`src/rtl/gpu_console_pkg.sv`:
```
// Shared definitions for the GPU text console writer: FSM state encoding,
// ASCII control codes and default screen geometry.
// GPU_TEXT_BUFFER_LENGTH is given a default here when the build does not
// supply it. It must equal COLUMNS*ROWS.
`ifndef GPU_TEXT_BUFFER_LENGTH
`define GPU_TEXT_BUFFER_LENGTH 2400
`endif

package gpu_console_pkg;

  typedef enum logic [2:0] {
    IDLE         = 3'd0,
    SCROLL_READ  = 3'd1,
    SCROLL_WRITE = 3'd2,
    SCROLL_FILL  = 3'd3,
    CLEAR        = 3'd4,
    TAB          = 3'd5
  } state_t;

  localparam logic [7:0] ASCII_BS    = 8'h08;
  localparam logic [7:0] ASCII_TAB   = 8'h09;
  localparam logic [7:0] ASCII_LF    = 8'h0A;
  localparam logic [7:0] ASCII_CR    = 8'h0D;
  localparam logic [7:0] ASCII_SPACE = 8'h20;

  localparam int DEFAULT_COLUMNS = 80;
  localparam int DEFAULT_ROWS    = 30;

endpackage

```
`src/rtl/gpu_text_console_writer.sv`:
```
// Terminal-style writer feeding port A of the GPU text buffer RAM.
// Turns a character stream into cursor-addressed writes, handles LF/CR/BS,
// line wrap, scroll-by-one-row (copy via the registered RAM read port) and
// full-screen clear. Optional tab expansion is built when GPU_CONSOLE_TAB_EN
// is defined; otherwise 0x09 is stored like any printable code.
//
// Handshake: a character transfers on every rising edge where
// char_valid && char_ready. char_ready is high only in IDLE with no
// clear_request that cycle; char_in need not be held once transferred, and
// the producer may hold char_valid high across not-ready cycles.
module gpu_text_console_writer
  import gpu_console_pkg::*;
#(
  parameter int         COLUMNS    = DEFAULT_COLUMNS,
  parameter int         ROWS       = DEFAULT_ROWS,
  parameter logic [7:0] BLANK_CHAR = ASCII_SPACE
) (
  input  logic                                       CLOCK_50,
  input  logic                                       reset,
  input  logic [7:0]                                 char_in,
  input  logic                                       char_valid,
  output logic                                       char_ready,
  input  logic                                       clear_request,
  output logic [$clog2(`GPU_TEXT_BUFFER_LENGTH)-1:0] ram_address,
  output logic [7:0]                                 ram_write_data,
  output logic                                       ram_write_enable,
  input  logic [7:0]                                 ram_read_data,
  output logic [$clog2(ROWS)-1:0]                    cursor_row,
  output logic [$clog2(COLUMNS)-1:0]                 cursor_col,
  output logic                                       busy,
  output logic [2:0]                                 debug_state
);

  localparam int LENGTH = `GPU_TEXT_BUFFER_LENGTH;
  localparam int ADDR_W = $clog2(LENGTH);
  localparam int ROW_W  = $clog2(ROWS);
  localparam int COL_W  = $clog2(COLUMNS);

  localparam logic [ADDR_W-1:0] ADDR_COLS  = ADDR_W'(COLUMNS);
  localparam logic [ADDR_W-1:0] LAST_SRC   = ADDR_W'((ROWS - 1) * COLUMNS - 1);
  localparam logic [ADDR_W-1:0] LAST_ADDR  = ADDR_W'(LENGTH - 1);
  localparam logic [COL_W-1:0]  LAST_COL   = COL_W'(COLUMNS - 1);
  localparam logic [ROW_W-1:0]  LAST_ROW   = ROW_W'(ROWS - 1);

  state_t              state;
  logic [ADDR_W-1:0]   idx;
  logic [ADDR_W-1:0]   row_base;
  logic [ROW_W-1:0]    row;
  logic [COL_W-1:0]    col;

  logic                accept;
  logic                is_lf, is_cr, is_bs, is_tab, is_print;
  logic                col_at_end, row_at_end, in_tab, tab_stop;
  logic                line_step, col_inc;
  logic [ADDR_W-1:0]   cursor_addr;

  assign char_ready  = (state == IDLE) && !clear_request;
  assign accept      = char_valid && char_ready;
  assign busy        = (state != IDLE);
  assign cursor_row  = row;
  assign cursor_col  = col;
  assign debug_state = state;

  assign is_lf = (char_in == ASCII_LF);
  assign is_cr = (char_in == ASCII_CR);
  assign is_bs = (char_in == ASCII_BS);
`ifdef GPU_CONSOLE_TAB_EN
  assign is_tab = (char_in == ASCII_TAB);
`else
  assign is_tab = 1'b0;
`endif
  assign is_print = !(is_lf || is_cr || is_bs || is_tab);

  assign cursor_addr = row_base + ADDR_W'(col);
  assign col_at_end  = (col == LAST_COL);
  assign row_at_end  = (row == LAST_ROW);
  assign in_tab      = (state == TAB);
  // A tab stops once the column it is about to leave for is a multiple of 8
  // (a wrap to column 0 counts as a stop).
  assign tab_stop    = col_at_end || (col[2:0] == 3'b111);

  // Move to the start of the next row (LF, or wrap after the last column).
  assign line_step = (accept && (is_lf || (is_print && col_at_end))) ||
                     (in_tab && col_at_end);
  // Plain one-column advance after a written character or tab blank.
  assign col_inc   = (accept && is_print && !col_at_end) ||
                     (in_tab && !col_at_end);

  // RAM port A drive: write in the acceptance cycle for printable/BS,
  // otherwise addresses and data come from the state and the index counter.
  always_comb begin
    ram_address      = '0;
    ram_write_data   = '0;
    ram_write_enable = 1'b0;
    case (state)
      IDLE: begin
        ram_address = cursor_addr;
        if (accept && is_print) begin
          ram_write_enable = 1'b1;
          ram_write_data   = char_in;
        end else if (accept && is_bs && (col != '0)) begin
          ram_address      = cursor_addr - ADDR_W'(1);
          ram_write_enable = 1'b1;
          ram_write_data   = BLANK_CHAR;
        end
      end
      SCROLL_READ: ram_address = idx + ADDR_COLS;
      SCROLL_WRITE: begin
        ram_address      = idx;
        ram_write_data   = ram_read_data;
        ram_write_enable = 1'b1;
      end
      SCROLL_FILL, CLEAR: begin
        ram_address      = idx;
        ram_write_data   = BLANK_CHAR;
        ram_write_enable = 1'b1;
      end
`ifdef GPU_CONSOLE_TAB_EN
      TAB: begin
        ram_address      = cursor_addr;
        ram_write_data   = BLANK_CHAR;
        ram_write_enable = 1'b1;
      end
`endif
      default: ;
    endcase
  end

  // FSM, index counter and cursor registers; line_step comes last so that
  // reaching the bottom row overrides any earlier next-state choice.
  always_ff @(posedge CLOCK_50) begin
    if (reset) begin
      state    <= IDLE;
      idx      <= '0;
      row_base <= '0;
      row      <= '0;
      col      <= '0;
    end else begin
      case (state)
        IDLE: begin
          if (clear_request) begin
            state <= CLEAR;
            idx   <= '0;
          end else if (accept) begin
            if (is_cr) col <= '0;
            if (is_bs && (col != '0)) col <= col - COL_W'(1);
            if (is_tab) state <= TAB;
          end
        end
        SCROLL_READ: state <= SCROLL_WRITE;
        SCROLL_WRITE: begin
          idx   <= idx + ADDR_W'(1);
          state <= (idx == LAST_SRC) ? SCROLL_FILL : SCROLL_READ;
        end
        SCROLL_FILL: begin
          idx <= idx + ADDR_W'(1);
          if (idx == LAST_ADDR) state <= IDLE;
        end
        CLEAR: begin
          idx <= idx + ADDR_W'(1);
          if (idx == LAST_ADDR) begin
            state    <= IDLE;
            row      <= '0;
            col      <= '0;
            row_base <= '0;
          end
        end
`ifdef GPU_CONSOLE_TAB_EN
        TAB: if (tab_stop) state <= IDLE;
`endif
        default: state <= IDLE;
      endcase
      if (col_inc) col <= col + COL_W'(1);
      if (line_step) begin
        col <= '0;
        if (row_at_end) begin
          state <= SCROLL_READ;
          idx   <= '0;
        end else begin
          row      <= row + ROW_W'(1);
          row_base <= row_base + ADDR_COLS;
        end
      end
    end
  end

endmodule

```
`config.mk`:
```
export PLATFORM = sky130hd
export DESIGN_NAME = gpu_text_console_writer
export DESIGN_NICKNAME = d
export VERILOG_FILES = /design/src/rtl/gpu_console_pkg.sv /design/src/rtl/gpu_text_console_writer.sv
export SDC_FILE = /design/constraint.sdc
export NUM_CORES = 1
export LEC_CHECK = 0
export ABC_AREA = 1
export CAP_MARGIN = 25
export CORE_MARGIN = 4
export CORE_UTILIZATION = 42
export DETAILED_ROUTE_END_ITERATION = 10
export GPL_ROUTABILITY_DRIVEN = 0
export SYNTH_ARGS = -nofsm -noshare
export SYNTH_HDL_FRONTEND = slang
export SYNTH_SLANG_ARGS = --single-unit
```
`constraint.sdc`:
```
create_clock -name CLOCK_50 -period 4.9 [get_ports CLOCK_50]
set_input_delay 0.98 -clock CLOCK_50 [delete_from_list [all_inputs] [get_ports CLOCK_50]]
set_output_delay 0.98 -clock CLOCK_50 [all_outputs]
set_load 0.01 [all_outputs]
```
== Word-level counts from Yosys, hierarchy flattened ==
Index checks and enable logic that the tools add are counted.

* Input port bits: 20
* Register bits after elaboration: 39
* Output and inout bits: 38

* Multiplexer cells: 34
* Equality and inequality tests: 16
* Reduce and logical (&&, ||, !) cells: 27
* $add $sub $neg: 8

{| class="wikitable"
|+ Operators with widths
! operator !! count
|-
| 12-bit 2-to-1 mux || 9
|-
| 7-bit 2-to-1 mux || 6
|-
| 12-bit one-hot mux with 3 select lines || 1
|-
| 12-bit by 7-bit adder with 12-bit output (second input constant) || 2
|-
| 12-bit equality test (second input constant) || 2
|-
| 8-bit by 4-bit equality test with 1-bit output (second input constant) || 3
|-
| 12-bit one-hot mux with 2 select lines || 1
|-
| 8-bit one-hot mux with 3 select lines || 1
|-
| 5-bit 2-to-1 mux || 4
|-
| 7-bit one-hot mux with 2 select lines || 1
|-
| 12-bit by 1-bit adder with 12-bit output (second input constant) || 1
|-
| 12-bit by 7-bit adder with 12-bit output || 1
|-
| 3-bit 2-to-1 mux || 4
|-
| 3-bit one-hot mux with 4 select lines || 1
|-
| 12-bit by 1-bit subtractor with 12-bit output (second input constant) || 1
|-
| 1-bit logical AND || 11
|-
| 3-bit inequality test (second input constant) || 3
|-
| 8-bit 2-to-1 mux || 1
|-
| 7-bit by 1-bit adder with 7-bit output (second input constant) || 1
|-
| 7-bit equality test (second input constant) || 1
|-
| 7-bit nonzero test || 1
|-
| 7-bit by 1-bit subtractor with 7-bit output (second input constant) || 1
|-
| 3-bit by 2-bit equality test with 1-bit output (second input constant) || 2
|-
| 3-bit equality test (second input constant) || 2
|-
| other kinds (15) || 24
|}

== Logic depth before layout (Yosys ltp) ==
Gate-level depths: netlist of run 1.

* Depth after elaboration: 9
* Depth in mapped cells: 14
* Mapped depth without buffers: 14

== Least setup slack after synthesis of run 1 ==
Ideal clock, no wire load.

* Path kind: in2out
* From: in char_in[7]
* To: out ram_address[8]
* Path slack: 1.843 ns
* Stages: 9
* Path buffers: 0
* Arrival time: 2.077 ns
* Path through: nor2_1 nand2_1 nor2_4 nand3_4 nor2_2 nand3_2 nor2_2 nor2_1 o21bai_1

* Word-level cells in the longest chain between the ends: 7
* Elaborated cells on any way between the ends: 12
* Classes of those cells: eq/ne (3); mux (3); reduce/logical (6)

{| class="wikitable"
|+ Ends and longest elaborated chain
! item !! line !! RTL
|-
| start: declaration || gpu_text_console_writer.sv:20 || <nowiki>input logic [7:0] char_in,</nowiki>
|-
| 8-bit by 4-bit equality test with 1-bit output (on tied branches) || gpu_text_console_writer.sv:64, gpu_text_console_writer.sv:65 ||
|-
| 1-bit logical OR (2 in series) || gpu_text_console_writer.sv:72 || <nowiki>assign is_print = !(is_lf || is_cr || is_bs || is_tab);</nowiki>
|-
| 1-bit zero test || gpu_text_console_writer.sv:72 ||
|-
| 1-bit logical AND || gpu_text_console_writer.sv:98 || <nowiki>if (accept && is_print) begin</nowiki>
|-
| 12-bit 2-to-1 mux * || gpu_text_console_writer.sv:98 ||
|-
| 12-bit one-hot mux with 3 select lines * || gpu_text_console_writer.sv:95 || <nowiki>case (state)</nowiki>
|-
| end: declaration || gpu_text_console_writer.sv:24 || <nowiki>output logic [$clog2(`GPU_TEXT_BUFFER_LENGTH)-1:0] ram_address,</nowiki>
|}

Every way passes the cells marked *; elsewhere a longest branch is shown, timed or not.

== Worst setup path after layout of run 1 ==
* From: in char_in[7]
* To: out ram_address[5]

The elaborated chain is that of the path after synthesis.

==> results of run 1 <==
==> cell families after synthesis <==
kind of cell | Yosys count | synth area share
buf+inv | 99 | 0.102
compound gates | 90 | 0.128
flops | 39 | 0.200
xor+xnor | 20 | 0.0449
simple gates | 393 | 0.463
fa+ha+maj | 19 | 0.0628
==> final cells by class <==
class | count | area share
repair buffers | 58 | 0.125
clock inverters | 3 | 0.00540
inverters | 86 | 0.0701
multi-input cells | 522 | 0.588
flip-flops and latches | 39 | 0.168
well taps | 108 | 0.0291
clock buffers | 5 | 0.0148
==> routing by layer <==
layer	up-vias	wire, um
met5	-	0
met4	0	125
met3	10	339
met2	62	5000
met1	1913	5170
li1	2240	-
==> cell usage after synthesis (5+ instances only) <==
master     n  area (um2)
a21oi_1   34         170
buf_2      5        25.0
dfxtp_1   39         781
ha_1      18         225
inv_1     77         289
inv_2      7        26.3
nand2_1  206         773
nand2_2    5        31.3
nand3_1   58         290
nand4_1   14        87.6
nor2_1    57         214
nor2_2    15        93.8
nor3_1    17        85.1
o21ai_0   36         180
xor2_1    16         140
==> worst min-delay path, stage by stage, from the launching register on <==
cell	delay [ps]
dfxtp_1	330
nand2_1	60
nor2_1	30
==> final timing paths <==
kind	startpoint	to	slack (ps)
min reg2reg	row_base[3]$_SDFFE_PP0P_	row_base[3]$_SDFFE_PP0P_	450
max reg2reg	idx[0]$_SDFF_PP0_	cursor_row[2]$_SDFF_PP0_	2390
min	row_base[3]$_SDFFE_PP0P_	row_base[3]$_SDFFE_PP0P_	450
max	char_in[7]	ram_address[5]	710
==> through the flow <==
stage	instances	setup WS [ps]	hold slack, ps
floorplan	660	1840	422
global placement	813	744	431
detailed placement	813	704	437
CTS	821	699	452
global route	821	463	484
finish	821	713	450
==> state kept, by name, summed over array words and instances, names as in the netlist <==
| register | flops |
|---|---|
| idx | 12 |
| row_base | 12 |
| cursor_col | 7 |
| cursor_row | 5 |
| debug_state | 3 |
==> report_power, final <==
group	internal, uW	switching, uW
Sequential	321	8.67
Combinational	61.6	83.2
Clock	102	134
==> impl_metrics.json, run 1 <==
{
  "status": "completed",
  "wl_um": 10600,
  "nets": 751,
  "crit_family": "buffers and inverters",
  "tightest_slew_ps": 695,
  "vias_per_cell": 5.15,
  "max-cap-violations": 0,
  "critical_path_depth": 11,
  "drt_iter0_markers": 125,
  "clockBufferDepth": 2,
  "grt_pass1_wl_um": 18500,
  "final_area_um2": 4640,
  "synth_nets": 699,
  "tritoncts": "yes",
  "hold_buffers": 0,
  "async_flop_share": 0,
  "finalSetupViolCount": 0,
  "rr_worst_depth": 10,
  "wire_per_inst_um": 13.0,
  "start_util": 0.439,
  "drive_gt1_frac": 0.0842,
  "dieWidth_um": 104,
  "syn_avg_cell_area_um2": 5.91,
  "fin_worst_skew_ps": 13.6,
  "hold_path.class": "reg -> reg",
  "cp.required_ps": 3920,
  "fp.dieArea_um2": 10900,
  "n_antenna_cell": 0,
  "layout_commonest_cell": "nand2_1",
  "postCtsSetupBuffers": 0,
  "cts.sinks": 39,
  "grt_max_degree": 22,
  "clk_pin_slew_ps": 100,
  "place_area_um2": 4540,
  "arrival_ps": 3210,
  "nFillCells": 939,
  "grt.busiest_layer": "met2",
  "htree_levels": 2,
  "report.final.slew_viol_count": 0,
  "regArea_um2": 781,
  "port_buffers": 57,
  "slew-limit-headroom": 0.535,
  "powerDensity_nw_per_um2": 153,
  "crit_path_start_kind": "primary input",
  "crit_path_top_delay_cell": "clkdlybuf4s50_1",
  "fmax_ghz": 0.239,
  "min_period_ps": 4190,
  "syn-instance-count": 660,
  "critPathKind": "in -> out",
  "whs_path_depth": 2,
  "grt_setup_unrepaired": "false",
  "io_pins": 58,
  "gr-total-overflow": 0,
  "route.antenna.remaining_nets": 0,
  "cts_resized": 0,
  "total_leakage_power_uw": 0.00202,
  "synth_cell_type_count": 46,
  "final_cell_mix": "nand2_1, inv_1, nand3_1",
  "seq_area_frac_synth": 0.200,
  "cts_root_buffer": "clkbuf_8",
  "clock_latency_ps": 300,
  "synth_area_um2": 3900,
  "fin_util": 0.522,
  "die_h_um": 104,
  "max-vdd-ir-drop_mv": 0.109,
  "drc_errors": 0,
  "max_stage_delay_ps": 590,
  "dp_hpwl_um": 8580,
  "synth_flop_cell": "dfxtp_1",
  "hold_viol_final": 0,
  "track_usage": 0.201,
  "finalPower_uw": 710,
  "multi_input_area_um2": 2730,
  "path_common_cell": "nand2_1",
  "synth-warning-count": 0,
  "antenna_found_initial": 0,
  "period_share": 0.854,
  "critical_path.max_fanout": 5,
  "synth_seq_cells": 39,
  "crit_chain": "clkdlybuf4s50_1 -> nor2_1 -> nand2_1 -> nor2_4 -> nand3_4 -> nor2_2 -> nand2_1 -> nand2_1 -> nand2_1 -> o21ai_0 -> clkdlybuf4s50_1",
  "grt_use_met1": 0.269,
  "synth_enable_flop_cells": 0,
  "vias": 4225,
  "met2_usage": 0.341,
  "rows": 34,
  "grt_pass1_vias": 3956,
  "met3_usage": 0.0286,
  "tns_ps": 0,
  "cts_buffers": 5,
  "critPathBufInv": 2,
  "endpoint_kind": "output port",
  "core-area_um2": 8890,
  "drt_first_pass_iters": 5,
  "area_growth_pct": 18.9
}
Power figures use the tool's default switching activity.
==> run 2: changes to the inputs <==
- CAP_MARGIN: 25 -> 20
==> results of run 2 <==
The final DEF is identical to that of run 1; final timing and power are the same.
==> edit, RTL diff (settings of run 1) <==
The package constant `DEFAULT_COLUMNS` goes from 80 to 40.
--- a/src/rtl/gpu_console_pkg.sv
+++ b/src/rtl/gpu_console_pkg.sv
@@ -24,5 +24,5 @@
   localparam logic [7:0] ASCII_SPACE = 8'h20;
 
-  localparam int DEFAULT_COLUMNS = 80;
+  localparam int DEFAULT_COLUMNS = 40;
   localparam int DEFAULT_ROWS    = 30;
 
Ports: changed (resized cursor_col); port bits go from 58 to 57. The function was not compared with the original's and may differ.
==> edit against run 1 <==
- synthesized area rose by 0.90%
- design area rose by 0.70%
- total power increased by 13%
- global-route usage down 0.34 points
- maximum frequency is 1.9% lower
- critical path depth is 3 higher
- setup slack worse by 79 ps
- sequential cell count down 1
- wire length up 0.81%
==> edit: results (changes against run 1) <==
Status:
- The flow ran to the end, and the final reports show no timing, DRC or antenna violations.

Placed design:
- The HPWL after detailed placement came to 8408 µm (-2.0%).
- The instance area at placement is 0.004533 mm² (-0.25%).
- The port buffer count is 56 (-1.8%).
- The number of placed cells counting well taps is 798 (-1.8%).
- The minimum setup slack after placement is 622.8 ps (-81.51 ps).

Power and ir drop:
- The net switching power of the design is 220.0 µW (-2.7%).
- The leakage power is 0.002076 µW (+2.5%).

Setup path:
- The largest incremental delay on the critical path is 530 ps (-60 ps).
- The reg-to-reg setup timing slack was 2510 ps (+120 ps).
- The critical path ends at ram_address[8].
- The endpoint identified for the worst register-to-register timing path is cursor_row[3]$_SDFF_PP0_.
- The arrival time of the worst setup path is 3290 ps (+80 ps).

GRT:
- The met2 routing resource usage after global routing came to 34.69% (+0.56 points).
- The met1 usage in global routing is 25.20% (-1.7 points).
- The global-route wire length before repair is 18,620 µm (+0.41%).
- The met3 track demand over resource was 3.212% (+0.36 points).
- The total routing resource utilization after global routing was 19.77% (-0.34 points).
- The number of global-route vias before repair came to 4,064 (+2.7%).

Yosys:
- The post-synth net total came to 685 (-2.0%).
- The average footprint of a synthesized cell is 6.067 µm² (+2.6%).
- In the synthesized netlist, the cells that appear most often are 183 x sky130_fd_sc_hd__nand2_1, 79 x sky130_fd_sc_hd__inv_1, 73 x sky130_fd_sc_hd__nand3_1, 50 x sky130_fd_sc_hd__nor2_1, 38 x sky130_fd_sc_hd__dfxtp_1.
- Sorting the synthesized cells by area gives the leading types as sky130_fd_sc_hd__dfxtp_1 19%, sky130_fd_sc_hd__nand2_1 17%, sky130_fd_sc_hd__nand3_1 9.3%, sky130_fd_sc_hd__inv_1 7.5%, sky130_fd_sc_hd__ha_1 4.8%.
- The sequential area share after synthesis is 19.32% (-0.69 points).

Final layout:
- The buffering overhead is 12.48% (+0.020 points).
- The count of plain and timing-repair buffers is 59 (+1.7%).
- The net count reported at finish is 730 (-2.8%).
- The filler cell count in the final layout was 942 (+0.32%).
- The fraction of area in clock buffers and inverters was 2.947% (+0.92 points).
- The total area of multi-input combinational cells was 0.002721 mm² (-0.14%).
- The non-clock inverter total of the final layout is 87 (+1.2%).

Worst hold path:
- The path with the worst hold slack has its endpoint at row_base[2]$_SDFFE_PP0P_.
- The type of the most critical hold path is reg2reg.
- The startpoint identified for the worst hold timing path is row_base[2]$_SDFFE_PP0P_.

Detailed routing:
- The final wirelength came to 10,730 µm (+0.81%).
- The count of TritonRoute iterations in the first routing pass was 4 (-1).
- The total via count in the routed design is 4,196 (-0.69%).
- The vias per cell is 5.206 (+1.2%).
- The first-iteration detailed-routing DRC count is 153 (+22%).

Timing:
- The setup skew after layout is 8.137 ps (-5.471 ps).
- The worst-case hold slack is 441.6 ps (-8.832 ps).

Die:
- The total number of tap cells is 111 (+2.8%).

Clock tree:
- The clock-pin slew reported for the worst setup and hold paths after clock tree synthesis is 80 ps (-20 ps).
==> edit: changes by cell type in the layout (fill, tap and decap cells not counted), sizes merged, moves of 3 or more <==
cell	change
a22oi	+3
ha	-3
nand2	-13
nand3	+15
nand4	+4
nor2	-16
nor3	-4
o21ai	-4
or2	-3
==> edit: per-stage QoR <==
step | power, µW | utilization (%)
floorplan | 415.9 | -
global placement | 471.2 | 49.29
detailed placement | 473.0 | 49.29
CTS | 810.0 | 50.79
global route | 839.4 | 50.79
finish | 799.8 | 50.79
==> edit: power by group through the flow <==
stage | clock network [µW] | logic [µW] | registers [µW]
2_1_floorplan | 0 | 90.5 | 325
3_3_place_gp | 0 | 142 | 329
3_5_place_dp | 0 | 144 | 329
4_1_cts | 343 | 144 | 322
5_1_grt | 357 | 159 | 323
6_report | 334 | 144 | 322
==> edit: tightest hold or removal path, cell delays in order, from the launching register on <==
cell and delay (ps):
sky130_fd_sc_hd__dfxtp_1 320, sky130_fd_sc_hd__inv_1 50, sky130_fd_sc_hd__nor2_1 40
==> edit: metal layers <==
metal	vias up	part of all wire, %	wire [µm]
met4	0	1.2	127
li1	2205	-	-
met5	-	0	0
met1	1900	47	5077
met3	14	4.2	448
met2	77	47	5071
==> edit: cells by family (layout without fill, tap and decap cells) <==
group,Yosys count,in the layout,synth area share (%)
compound gates,93,93,14.68
xor+xnor,19,19,4.226
fa+ha+maj,16,16,5.275
buf+inv,108,154,11.57
flops,38,38,19.32
simple gates,375,375,44.93
